**config.mk**
```make
export PLATFORM = sky130hd
export DESIGN_NAME = branch_rs_param
export DESIGN_NICKNAME = d
export VERILOG_FILES = /design/src/rtl/branch_rs_param_pkg.sv /design/src/rtl/branch_rs_param_age_picker.sv /design/src/rtl/branch_rs_param.sv
export SDC_FILE = /design/constraint.sdc
export NUM_CORES = 1
export LEC_CHECK = 0
export CAP_MARGIN = 20
export CORE_MARGIN = 4
export CORE_UTILIZATION = 46
export CTS_CLUSTER_SIZE = 10
export DETAILED_ROUTE_END_ITERATION = 6
export GPL_TIMING_DRIVEN = 0
export PLACE_DENSITY = 0.67
export RECOVER_POWER = 25
export SLEW_MARGIN = 30
export SYNTH_ARGS = -nofsm -noshare
export SYNTH_HDL_FRONTEND = slang
export SYNTH_HIERARCHICAL = 1
export SYNTH_SLANG_ARGS = --single-unit
```
**constraint.sdc**
```tcl
create_clock -name clk -period 13.2 [get_ports clk]
set_input_delay 1.98 -clock clk [delete_from_list [all_inputs] [get_ports clk]]
set_output_delay 1.98 -clock clk [all_outputs]
set_load 0.01 [all_outputs]
```
**src/rtl/branch_rs_param_pkg.sv**
```systemverilog
// Shared definitions for the branch reservation station.
// Provides the free-tag encoding, zero constants for data/address fields
// and the branch opcode encodings seen by the dispatcher and branch EX.
package branch_rs_param_pkg;

  localparam int BR_OP_W = 6;

  typedef enum logic [BR_OP_W-1:0] {
    OP_NOP  = 6'd0,
    OP_BEQ  = 6'd1,
    OP_BNE  = 6'd2,
    OP_BLT  = 6'd3,
    OP_BGE  = 6'd4,
    OP_BLTU = 6'd5,
    OP_BGEU = 6'd6,
    OP_JAL  = 6'd7,
    OP_JALR = 6'd8
  } br_op_e;

  // An operand whose tag equals TAG_FREE already holds its value.
  localparam int unsigned TAG_FREE  = 0;
  localparam int unsigned DATA_FREE = 0;
  localparam int unsigned ADDR_FREE = 0;

endpackage

```
**src/rtl/branch_rs_param_age_picker.sv**
```systemverilog
// rs_age_picker: age matrix for the reservation station entries.
// older_q[j][k] = 1 means entry j was dispatched before entry k.
// Ports:
//   clk_i, rst_ni   clock, async active-low reset
//   flush_i         clears the whole matrix
//   alloc_oh_i      one-hot slot written by this cycle's dispatch (0 = none)
//   valid_i         currently valid entries (registered state)
//   ready_i         entries eligible for issue
//   sel_oh_o        one-hot oldest ready entry
//   sel_any_o       at least one entry is ready
module rs_age_picker #(
  parameter int DEPTH = 4
) (
  input  logic             clk_i,
  input  logic             rst_ni,
  input  logic             flush_i,
  input  logic [DEPTH-1:0] alloc_oh_i,
  input  logic [DEPTH-1:0] valid_i,
  input  logic [DEPTH-1:0] ready_i,
  output logic [DEPTH-1:0] sel_oh_o,
  output logic             sel_any_o
);

  logic [DEPTH-1:0] older_q [DEPTH];
  logic [DEPTH-1:0] older_d [DEPTH];

  // A new entry is younger than every live entry and older than nothing.
  // Rows of freed entries go stale; they are cleared when the slot is reused
  // and never consulted meanwhile because a freed entry is never ready.
  always_comb begin
    older_d = older_q;
    if (flush_i) begin
      for (int i = 0; i < DEPTH; i++) older_d[i] = '0;
    end else begin
      for (int k = 0; k < DEPTH; k++) begin
        if (alloc_oh_i[k]) begin
          older_d[k] = '0;
          for (int j = 0; j < DEPTH; j++) older_d[j][k] = valid_i[j];
        end
      end
    end
  end

  always_ff @(posedge clk_i or negedge rst_ni) begin
    if (!rst_ni) begin
      for (int i = 0; i < DEPTH; i++) older_q[i] <= '0;
    end else begin
      for (int i = 0; i < DEPTH; i++) older_q[i] <= older_d[i];
    end
  end

  // Entry i wins when no other ready entry is older than it.
  always_comb begin
    sel_oh_o = '0;
    for (int i = 0; i < DEPTH; i++) begin
      sel_oh_o[i] = ready_i[i];
      for (int j = 0; j < DEPTH; j++) begin
        if (j != i && ready_i[j] && older_q[j][i]) sel_oh_o[i] = 1'b0;
      end
    end
  end

  assign sel_any_o = |sel_oh_o;

endmodule

```
**src/rtl/branch_rs_param.sv**
```systemverilog
// branch_rs_param: branch reservation station.
// Holds dispatched branch ops until both operand tags are satisfied by a CDB
// broadcast, then issues the oldest ready op through a valid/ready issue register.
// Ports:
//   clk, rst (async, active-low), flush (discard everything)
//   cdb_en/cdb_tag/cdb_data   NCDB packed broadcast ports
//   disp_*                    dispatch handshake and op fields
//   iss_*                     issue handshake and op fields
//   free_cnt                  number of free entries
module branch_rs_param
  import branch_rs_param_pkg::*;
#(
  parameter int  DEPTH  = 4,
  parameter int  NCDB   = 2,
  parameter int  DATA_W = 32,
  parameter int  TAG_W  = 4,
  parameter int  OP_W   = 6,
  parameter int  ADDR_W = 32,
  localparam int CNT_W  = $clog2(DEPTH + 1)
) (
  input  logic                   clk,
  input  logic                   rst,
  input  logic                   flush,
  input  logic [NCDB-1:0]        cdb_en,
  input  logic [NCDB*TAG_W-1:0]  cdb_tag,
  input  logic [NCDB*DATA_W-1:0] cdb_data,
  input  logic                   disp_valid,
  output logic                   disp_ready,
  input  logic [OP_W-1:0]        disp_op,
  input  logic [DATA_W-1:0]      disp_imm,
  input  logic [ADDR_W-1:0]      disp_pc,
  input  logic [TAG_W-1:0]       disp_tag_o,
  input  logic [TAG_W-1:0]       disp_tag_t,
  input  logic [DATA_W-1:0]      disp_data_o,
  input  logic [DATA_W-1:0]      disp_data_t,
  output logic                   iss_valid,
  input  logic                   iss_ready,
  output logic [OP_W-1:0]        iss_op,
  output logic [DATA_W-1:0]      iss_imm,
  output logic [ADDR_W-1:0]      iss_pc,
  output logic [DATA_W-1:0]      iss_data_o,
  output logic [DATA_W-1:0]      iss_data_t,
  output logic [CNT_W-1:0]       free_cnt
);

  localparam logic [TAG_W-1:0] TAG_Z = TAG_W'(TAG_FREE);

  typedef struct packed {
    logic              hit;
    logic [DATA_W-1:0] data;
  } cdb_res_t;

  // Lowest-index port wins when several ports carry the same tag.
  function automatic cdb_res_t cdb_lookup(input logic [TAG_W-1:0]       tag,
                                          input logic [NCDB-1:0]        en,
                                          input logic [NCDB*TAG_W-1:0]  tags,
                                          input logic [NCDB*DATA_W-1:0] datas);
    cdb_res_t res;
    res = '0;
    if (tag != TAG_Z) begin
      for (int p = NCDB - 1; p >= 0; p--) begin
        if (en[p] && tags[p*TAG_W +: TAG_W] == tag) begin
          res.hit  = 1'b1;
          res.data = datas[p*DATA_W +: DATA_W];
        end
      end
    end
    return res;
  endfunction

  // Entry storage
  logic [DEPTH-1:0]  vld_q, vld_d;
  logic [OP_W-1:0]   op_q     [DEPTH];
  logic [OP_W-1:0]   op_d     [DEPTH];
  logic [DATA_W-1:0] imm_q    [DEPTH];
  logic [DATA_W-1:0] imm_d    [DEPTH];
  logic [ADDR_W-1:0] pc_q     [DEPTH];
  logic [ADDR_W-1:0] pc_d     [DEPTH];
  logic [TAG_W-1:0]  tag_o_q  [DEPTH];
  logic [TAG_W-1:0]  tag_o_d  [DEPTH];
  logic [TAG_W-1:0]  tag_t_q  [DEPTH];
  logic [TAG_W-1:0]  tag_t_d  [DEPTH];
  logic [DATA_W-1:0] data_o_q [DEPTH];
  logic [DATA_W-1:0] data_o_d [DEPTH];
  logic [DATA_W-1:0] data_t_q [DEPTH];
  logic [DATA_W-1:0] data_t_d [DEPTH];

  logic [DEPTH-1:0] free_oh, alloc_oh, rdy, sel_oh;
  logic             sel_any, disp_fire, iss_load, iss_take;
  logic [CNT_W-1:0] n_vld;

  // Free-slot priority encoder and occupancy, from registered state only.
  always_comb begin
    free_oh = '0;
    n_vld   = '0;
    for (int i = DEPTH - 1; i >= 0; i--) begin
      if (!vld_q[i]) free_oh = DEPTH'(1) << i;
    end
    for (int i = 0; i < DEPTH; i++) n_vld = n_vld + CNT_W'(vld_q[i]);
  end

  assign free_cnt   = CNT_W'(DEPTH) - n_vld;
  assign disp_ready = (n_vld != CNT_W'(DEPTH));
  assign disp_fire  = disp_valid && disp_ready && !flush;
  assign alloc_oh   = disp_fire ? free_oh : '0;

  always_comb begin
    for (int i = 0; i < DEPTH; i++) begin
      rdy[i] = vld_q[i] && (tag_o_q[i] == TAG_Z) && (tag_t_q[i] == TAG_Z);
    end
  end

  rs_age_picker #(.DEPTH(DEPTH)) u_age (
    .clk_i     (clk),
    .rst_ni    (rst),
    .flush_i   (flush),
    .alloc_oh_i(alloc_oh),
    .valid_i   (vld_q),
    .ready_i   (rdy),
    .sel_oh_o  (sel_oh),
    .sel_any_o (sel_any)
  );

  assign iss_load = !iss_valid || iss_ready;
  assign iss_take = iss_load && sel_any && !flush;

  // Entry next state: wakeup, free on issue, allocate with CDB bypass.
  always_comb begin
    cdb_res_t w_o, w_t;
    w_o      = '0;
    w_t      = '0;
    vld_d    = vld_q;
    op_d     = op_q;
    imm_d    = imm_q;
    pc_d     = pc_q;
    tag_o_d  = tag_o_q;
    tag_t_d  = tag_t_q;
    data_o_d = data_o_q;
    data_t_d = data_t_q;
    if (flush) begin
      vld_d = '0;
    end else begin
      for (int i = 0; i < DEPTH; i++) begin
        w_o = cdb_lookup(tag_o_q[i], cdb_en, cdb_tag, cdb_data);
        w_t = cdb_lookup(tag_t_q[i], cdb_en, cdb_tag, cdb_data);
        if (vld_q[i] && w_o.hit) begin
          tag_o_d[i]  = TAG_Z;
          data_o_d[i] = w_o.data;
        end
        if (vld_q[i] && w_t.hit) begin
          tag_t_d[i]  = TAG_Z;
          data_t_d[i] = w_t.data;
        end
      end
      if (iss_take) vld_d = vld_d & ~sel_oh;
      // The allocated slot is free in registered state, so it never collides
      // with the wakeup or issue updates above.
      w_o = cdb_lookup(disp_tag_o, cdb_en, cdb_tag, cdb_data);
      w_t = cdb_lookup(disp_tag_t, cdb_en, cdb_tag, cdb_data);
      for (int i = 0; i < DEPTH; i++) begin
        if (alloc_oh[i]) begin
          vld_d[i]    = 1'b1;
          op_d[i]     = disp_op;
          imm_d[i]    = disp_imm;
          pc_d[i]     = disp_pc;
          tag_o_d[i]  = w_o.hit ? TAG_Z : disp_tag_o;
          tag_t_d[i]  = w_t.hit ? TAG_Z : disp_tag_t;
          data_o_d[i] = w_o.hit ? w_o.data : disp_data_o;
          data_t_d[i] = w_t.hit ? w_t.data : disp_data_t;
        end
      end
    end
  end

  always_ff @(posedge clk or negedge rst) begin
    if (!rst) vld_q <= '0;
    else      vld_q <= vld_d;
  end

  always_ff @(posedge clk) begin
    for (int i = 0; i < DEPTH; i++) begin
      op_q[i]     <= op_d[i];
      imm_q[i]    <= imm_d[i];
      pc_q[i]     <= pc_d[i];
      tag_o_q[i]  <= tag_o_d[i];
      tag_t_q[i]  <= tag_t_d[i];
      data_o_q[i] <= data_o_d[i];
      data_t_q[i] <= data_t_d[i];
    end
  end

  // Issue register
  logic [OP_W-1:0]   sel_op;
  logic [DATA_W-1:0] sel_imm, sel_do, sel_dt;
  logic [ADDR_W-1:0] sel_pc;

  always_comb begin
    sel_op  = '0;
    sel_imm = '0;
    sel_pc  = '0;
    sel_do  = '0;
    sel_dt  = '0;
    for (int i = 0; i < DEPTH; i++) begin
      if (sel_oh[i]) begin
        sel_op  = op_q[i];
        sel_imm = imm_q[i];
        sel_pc  = pc_q[i];
        sel_do  = data_o_q[i];
        sel_dt  = data_t_q[i];
      end
    end
  end

  always_ff @(posedge clk or negedge rst) begin
    if (!rst) begin
      iss_valid  <= 1'b0;
      iss_op     <= OP_W'(OP_NOP);
      iss_imm    <= DATA_W'(DATA_FREE);
      iss_pc     <= ADDR_W'(ADDR_FREE);
      iss_data_o <= DATA_W'(DATA_FREE);
      iss_data_t <= DATA_W'(DATA_FREE);
    end else if (flush) begin
      iss_valid <= 1'b0;
    end else if (iss_load) begin
      iss_valid <= sel_any;
      if (sel_any) begin
        iss_op     <= sel_op;
        iss_imm    <= sel_imm;
        iss_pc     <= sel_pc;
        iss_data_o <= sel_do;
        iss_data_t <= sel_dt;
      end
    end
  end

  // Dispatching into a full station drops the op; the dispatcher must not do it.
  a_no_disp_when_full: assert property (@(posedge clk) disable iff (!rst)
    !(disp_valid && !disp_ready));

endmodule
```
* After elaboration in Yosys (flattened, before gate mapping)
Cells that the tools add are included.
Word-level totals: flip-flop bits (word level) 719
Cells by class: $add $sub $neg 4, equality and inequality tests 21, muxes and demuxes 138, bitwise operators 3, reduce and logical (&&, ||, !) cells 106
Operators by type and width (number):
- 33-bit 2-to-1 mux | 40
- 32-bit 2-to-1 mux | 34
- 4-bit 2-to-1 mux | 29
- 4-bit == test | 20
- 1-bit logical AND | 52
- 4-bit nonzero test | 10
- 4-bit zero test | 8
- 1-bit 2-to-1 mux | 30
- 3-bit nonzero test | 10
- 6-bit 2-to-1 mux | 4
- 2-bit AND reduction | 12
- 2-bit nonzero test | 9
- 16-bit 2-to-1 mux | 1
- 4-bit bitwise AND | 1
- 4-bit inverter | 1
- 4-bit OR reduction | 1
- 2-bit by 1-bit adder with 3-bit output | 1
- 3-bit by 1-bit adder with 3-bit output | 1
- 3-bit inequality test (second input constant) | 1
- 3-bit AND reduction | 1
- 3-bit subtractor (first input constant) | 1
- 1-bit by 1-bit adder with 2-bit output | 1
- 1-bit zero test | 2
- 1-bit logical OR | 1
- 1-bit inverter | 1

* Longest topological paths before layout
word-level depth 13, mapped depth 15

* Cells and area by module
Netlist, hierarchy kept.
Modules (own cells, without submodules):
- branch_rs_param | instances 1, cells each 2711, area each 33683.6 µm², sequential area each 20534.7 µm²
- rs_age_picker | instances 1, cells each 60, area each 581.8 µm², sequential area each 300.3 µm²

* Worst setup path after synthesis
Ideal clock, no wire load.
kind in2reg, start input cdb_tag[2], end register data_t_q[32] in the netlist's numbering, enable pin, library setup time 0.441 ns, arrival time 4.961 ns, data required time 12.759 ns, path slack 7.798 ns, stages on the path 7, buffers on the path 2, cell sequence buf_4 -> xor2_1 -> nor3_1 -> nand3_1 -> clkbuf_1 -> a211o_1 -> a21oi_1
On the way: longest elaborated chain between the ends 8
Ends and longest elaborated chain:
- from (decl) | line branch_rs_param.sv:25 | input logic [NCDB*TAG_W-1:0] cdb_tag,
- 4-bit == test | line branch_rs_param.sv:62 | if (en[p] && tags[p*TAG_W +: TAG_W] == tag) begin
- 1-bit logical AND | line branch_rs_param.sv:62
- 33-bit 2-to-1 mux | line branch_rs_param.sv:62
- 33-bit 2-to-1 mux | line branch_rs_param.sv:60 | if (tag != TAG_Z) begin
- 33-bit 2-to-1 mux | line branch_rs_param.sv:140 | if (flush) begin
- 1-bit logical AND | line branch_rs_param.sv:150 | if (vld_q[i] && w_t.hit) begin
- 2-bit nonzero test (no source line)
- 2-bit AND reduction (no source line)
- to (signal, indexed assignment) | line branch_rs_param.sv:188 | data_t_q[i] <= data_t_d[i];
- to (decl) | line branch_rs_param.sv:85 | logic [DATA_W-1:0] data_t_q [DEPTH];
No other way between the ends. The select of a mux whose other input is x is not followed. A chain may end at the register's enable or synchronous reset.

==> results.json <==
{
  "port_buffers": 320,
  "start_kind": "primary input",
  "first_iter_violations": 3556,
  "root_buffer": "clkbuf_16",
  "clk_latency_ns": 0.67,
  "crit_type": "primary input to asynchronous set/reset pin",
  "fin_skew_ns": 0.0698,
  "tns_ns": 0,
  "n_fill_cell": 5978,
  "ctsHtreeMaxLevel": 3,
  "post-cts-setup-buffers": 0,
  "r2r-end": "iss_data_o[28]$_DFFE_PN0P_",
  "drv_cap": 2,
  "whs_path_depth": 2,
  "cts_hold_buf": 0,
  "drc": 0,
  "syn_nets": 2998,
  "clkTransAtPathRegs_ns": 0.05,
  "drive_gt1_frac": 0.0906,
  "r2r_cells": 13,
  "final-setup-viol-count": 0,
  "dieArea_mm2": 0.0789,
  "combinationalPowerShare": 0.102,
  "setup_slack_ns": 7.43,
  "post-dp-hpwl_mm": 86.8,
  "grt_setup_unrepaired": "false",
  "cp.arrival_ns": 5.78,
  "ys.flop_type": "edfxtp_1",
  "wire_per_inst_um": 29.0,
  "synth.cells.most_frequent": "edfxtp_1 (568), a21oi_1 (284), a221o_1 (256)",
  "clockBufferDepth": 3,
  "slowest_stage": "clkbuf_1",
  "num_rows": 99,
  "antenna_left": 0,
  "yosysMostFrequentCell": "edfxtp_1",
  "first_pass_iters": 6,
  "p_sw_mw": 1.28,
  "min_to": "iss_data_t[16]$_DFFE_PN0P_",
  "post-route-cell-area_mm2": 0.0421,
  "synth_top_cell_by_area": "edfxtp_1",
  "ys_seq_area_frac": 0.608,
  "r2r-start": "tag_t_q[4]$_SDFFCE_PN0P_",
  "gp_congestion": 0.958,
  "cts_tree": "built",
  "antenna_found_initial": 20,
  "drt-total-wl_mm": 123,
  "p_int_mw": 4.02,
  "fin_nets": 3434,
  "grt_overflow": 0,
  "p_leak_nw": 14.8,
  "min-delay-start": "data_t_q[16]$_DFFE_PP_",
  "status": "complete, but fails checks",
  "hold_path.class": "flip-flop to flip-flop",
  "synth.distinct_cells": 60,
  "synth_top_area_share": 0.498,
  "crit_path_end_kind": "asynchronous set/reset pin",
  "grt_max_degree": 69,
  "path_cells": "clkbuf_1 -> clkbuf_1",
  "dieWidth_um": 281,
  "power_frac_clock": 0.411,
  "p_per_area_mw_per_mm2": 126,
  "worstPathRequired_ns": 13.21,
  "grt.total_usage": 0.301,
  "period_needed_ns": 5.77,
  "cp_max_fo": 48,
  "place_ws_ns": 7.62,
  "synth-edff-count": 568,
  "async_flop_share": 0.210,
  "grt_pass1_vias": 27334,
  "cts_made_buffers": 84,
  "synth.area.top_cells": "edfxtp_1 (50%), dfrtp_1 (11%), a221o_1 (7.5%)",
  "start_util": 0.466,
  "ir_drop_mv": 0.0872,
  "areaGrowthSynthToFinish_pct": 22.8,
  "ff2ff_setup_slack_ns": 7.95,
  "crit_family": "buffers and inverters",
  "worst_slew_pin_slew_ns": 3.12,
  "die_h_um": 281,
  "vias": 28018,
  "io_pins": 360,
  "yosysWarnings": 6,
  "switching_share": 0.241,
  "max_freq_mhz": 173,
  "final_core_util": 0.573,
  "netlist_area_mm2": 0.0343,
  "core-area_mm2": 0.0735,
  "violations": "capacitance limit, slew limit",
  "grt_pass1_wl_mm": 176,
  "final-hold-violation-count": 0,
  "crit_path_frequent_cell": "clkbuf_1",
  "place_area_mm2": 0.0395,
  "postSynthCellCount": 2771,
  "post-route-period-util": 0.437,
  "via_per_inst": 6.59,
  "power_mw": 5.30,
  "cts_resized": 0,
  "cpPeakStageDelay_ns": 2.29,
  "ys_seq_elements": 719,
  "slew_viol_final": 86,
  "syn_area_per_cell_um2": 12.4,
  "critPathBufInv": 2,
  "seq_power_share": 0.488,
  "slew_headroom": -1.08,
  "clock_sinks": 719
}
placed cells by master, fill, tap and decap left out, types with 8 or more instances in the layout:
cell / netlist / final
and2_1: 130 / 130
nor4_1: 10 / 9
clkbuf_1: 223 / 276
buf_16: 0 / 14
dfrtp_1: 151 / 151
buf_2: 35 / 36
and3_1: 71 / 71
xor2_1: 51 / 51
nor2b_1: 137 / 137
edfxtp_1: 568 / 568
inv_1: 15 / 11
xnor2_1: 28 / 28
a21oi_4: 0 / 8
o221a_2: 64 / 64
buf_1: 15 / 15
dlygate4sd3_1: 0 / 70
a21oi_1: 284 / 276
nor4b_1: 64 / 64
nor2_1: 177 / 177
a221oi_1: 133 / 133
clkbuf_16: 0 / 84
clkdlybuf4s50_1: 0 / 249
a221o_1: 256 / 256
diode_2: 0 / 15
nor3_1: 149 / 149
clkbuf_2: 2 / 9
nand2_1: 30 / 30
buf_6: 15 / 16
or3_1: 64 / 64
buf_4: 7 / 8
buf_8: 0 / 12
layout make-up:
| type | instances | area [um^2] | area share |
|---|---|---|---|
| tap | 959 | 1200 | 0.0285 |
| antenna | 15 | 37.5 | 0.000892 |
| clock inverter | 10 | 203 | 0.00482 |
| sequential | 719 | 20800 | 0.495 |
| buffer | 297 | 1310 | 0.0311 |
| inverter | 17 | 85.1 | 0.00202 |
| multi-input combinational | 1738 | 12200 | 0.290 |
| timing repair buffer | 350 | 3790 | 0.0901 |
| clock buffer | 147 | 2390 | 0.0568 |
worst max path at each step:
stage / from / endpoint / slack (ns) / depth (start not counted)
after floorplan: cdb_tag[2] / data_t_q[32]$_DFFE_PP_ / 7.80 / 7
after global placement: rst / iss_data_o[8]$_DFFE_PN0P_ / 3.16 / 1
after detailed placement: cdb_en[0] / data_o_q[50]$_DFFE_PP_ / 7.62 / 8
after CTS: vld_q[0]$_DFFE_PN0P_ / disp_ready / 7.86 / 8
after global routing: rst / iss_data_o[18]$_DFFE_PN0P_ / 6.60 / 2
final: rst / iss_data_o[18]$_DFFE_PN0P_ / 7.43 / 2
state kept, by name, indices dropped and copies added, names as in the netlist, 12 cells and up:
| signal | flops |
|---|---|
| iss_data_t | 32 |
| iss_data_o | 32 |
| iss_pc | 32 |
| data_o_q | 128 |
| tag_t_q | 16 |
| imm_q | 128 |
| data_t_q | 128 |
| op_q | 24 |
| pc_q | 128 |
| u_age/older_q | 12 |
| iss_imm | 32 |
| tag_o_q | 16 |
metal layers:
metal,up-vias,wire (um),track usage
met2,1868,56200,0.468
met1,13942,47100,0.404
li1,11831,-,-
met5,-,105,0
met3,361,14100,0.0714
met4,16,5910,0.138
per-stage QoR:
stage,hold slack (ns),instances
after detailed placement,0.518,4080
final,0.525,4252
after global routing,0.542,4240
after floorplan,0.488,2771
after CTS,0.520,4237
after global placement,0.508,4050
power groups by stage:
stage | clock, mW | combinational [mW] | sequential (mW)
final | 2.17 | 0.539 | 2.58
after global routing | 2.29 | 0.567 | 2.59
after CTS | 2.19 | 0.540 | 2.58
after detailed placement | 0 | 0.537 | 2.63
after global placement | 0 | 0.513 | 2.63
after floorplan | 0 | 0.199 | 2.64
kinds of logic after synthesis:
group,synth area share
mux,0.00175
compound gates,0.179
fa+ha+maj,0.00241
flops,0.608
buf+inv,0.0398
xor+xnor,0.0207
simple gates,0.149
Note: power is estimated with default switching activity, not from simulation.
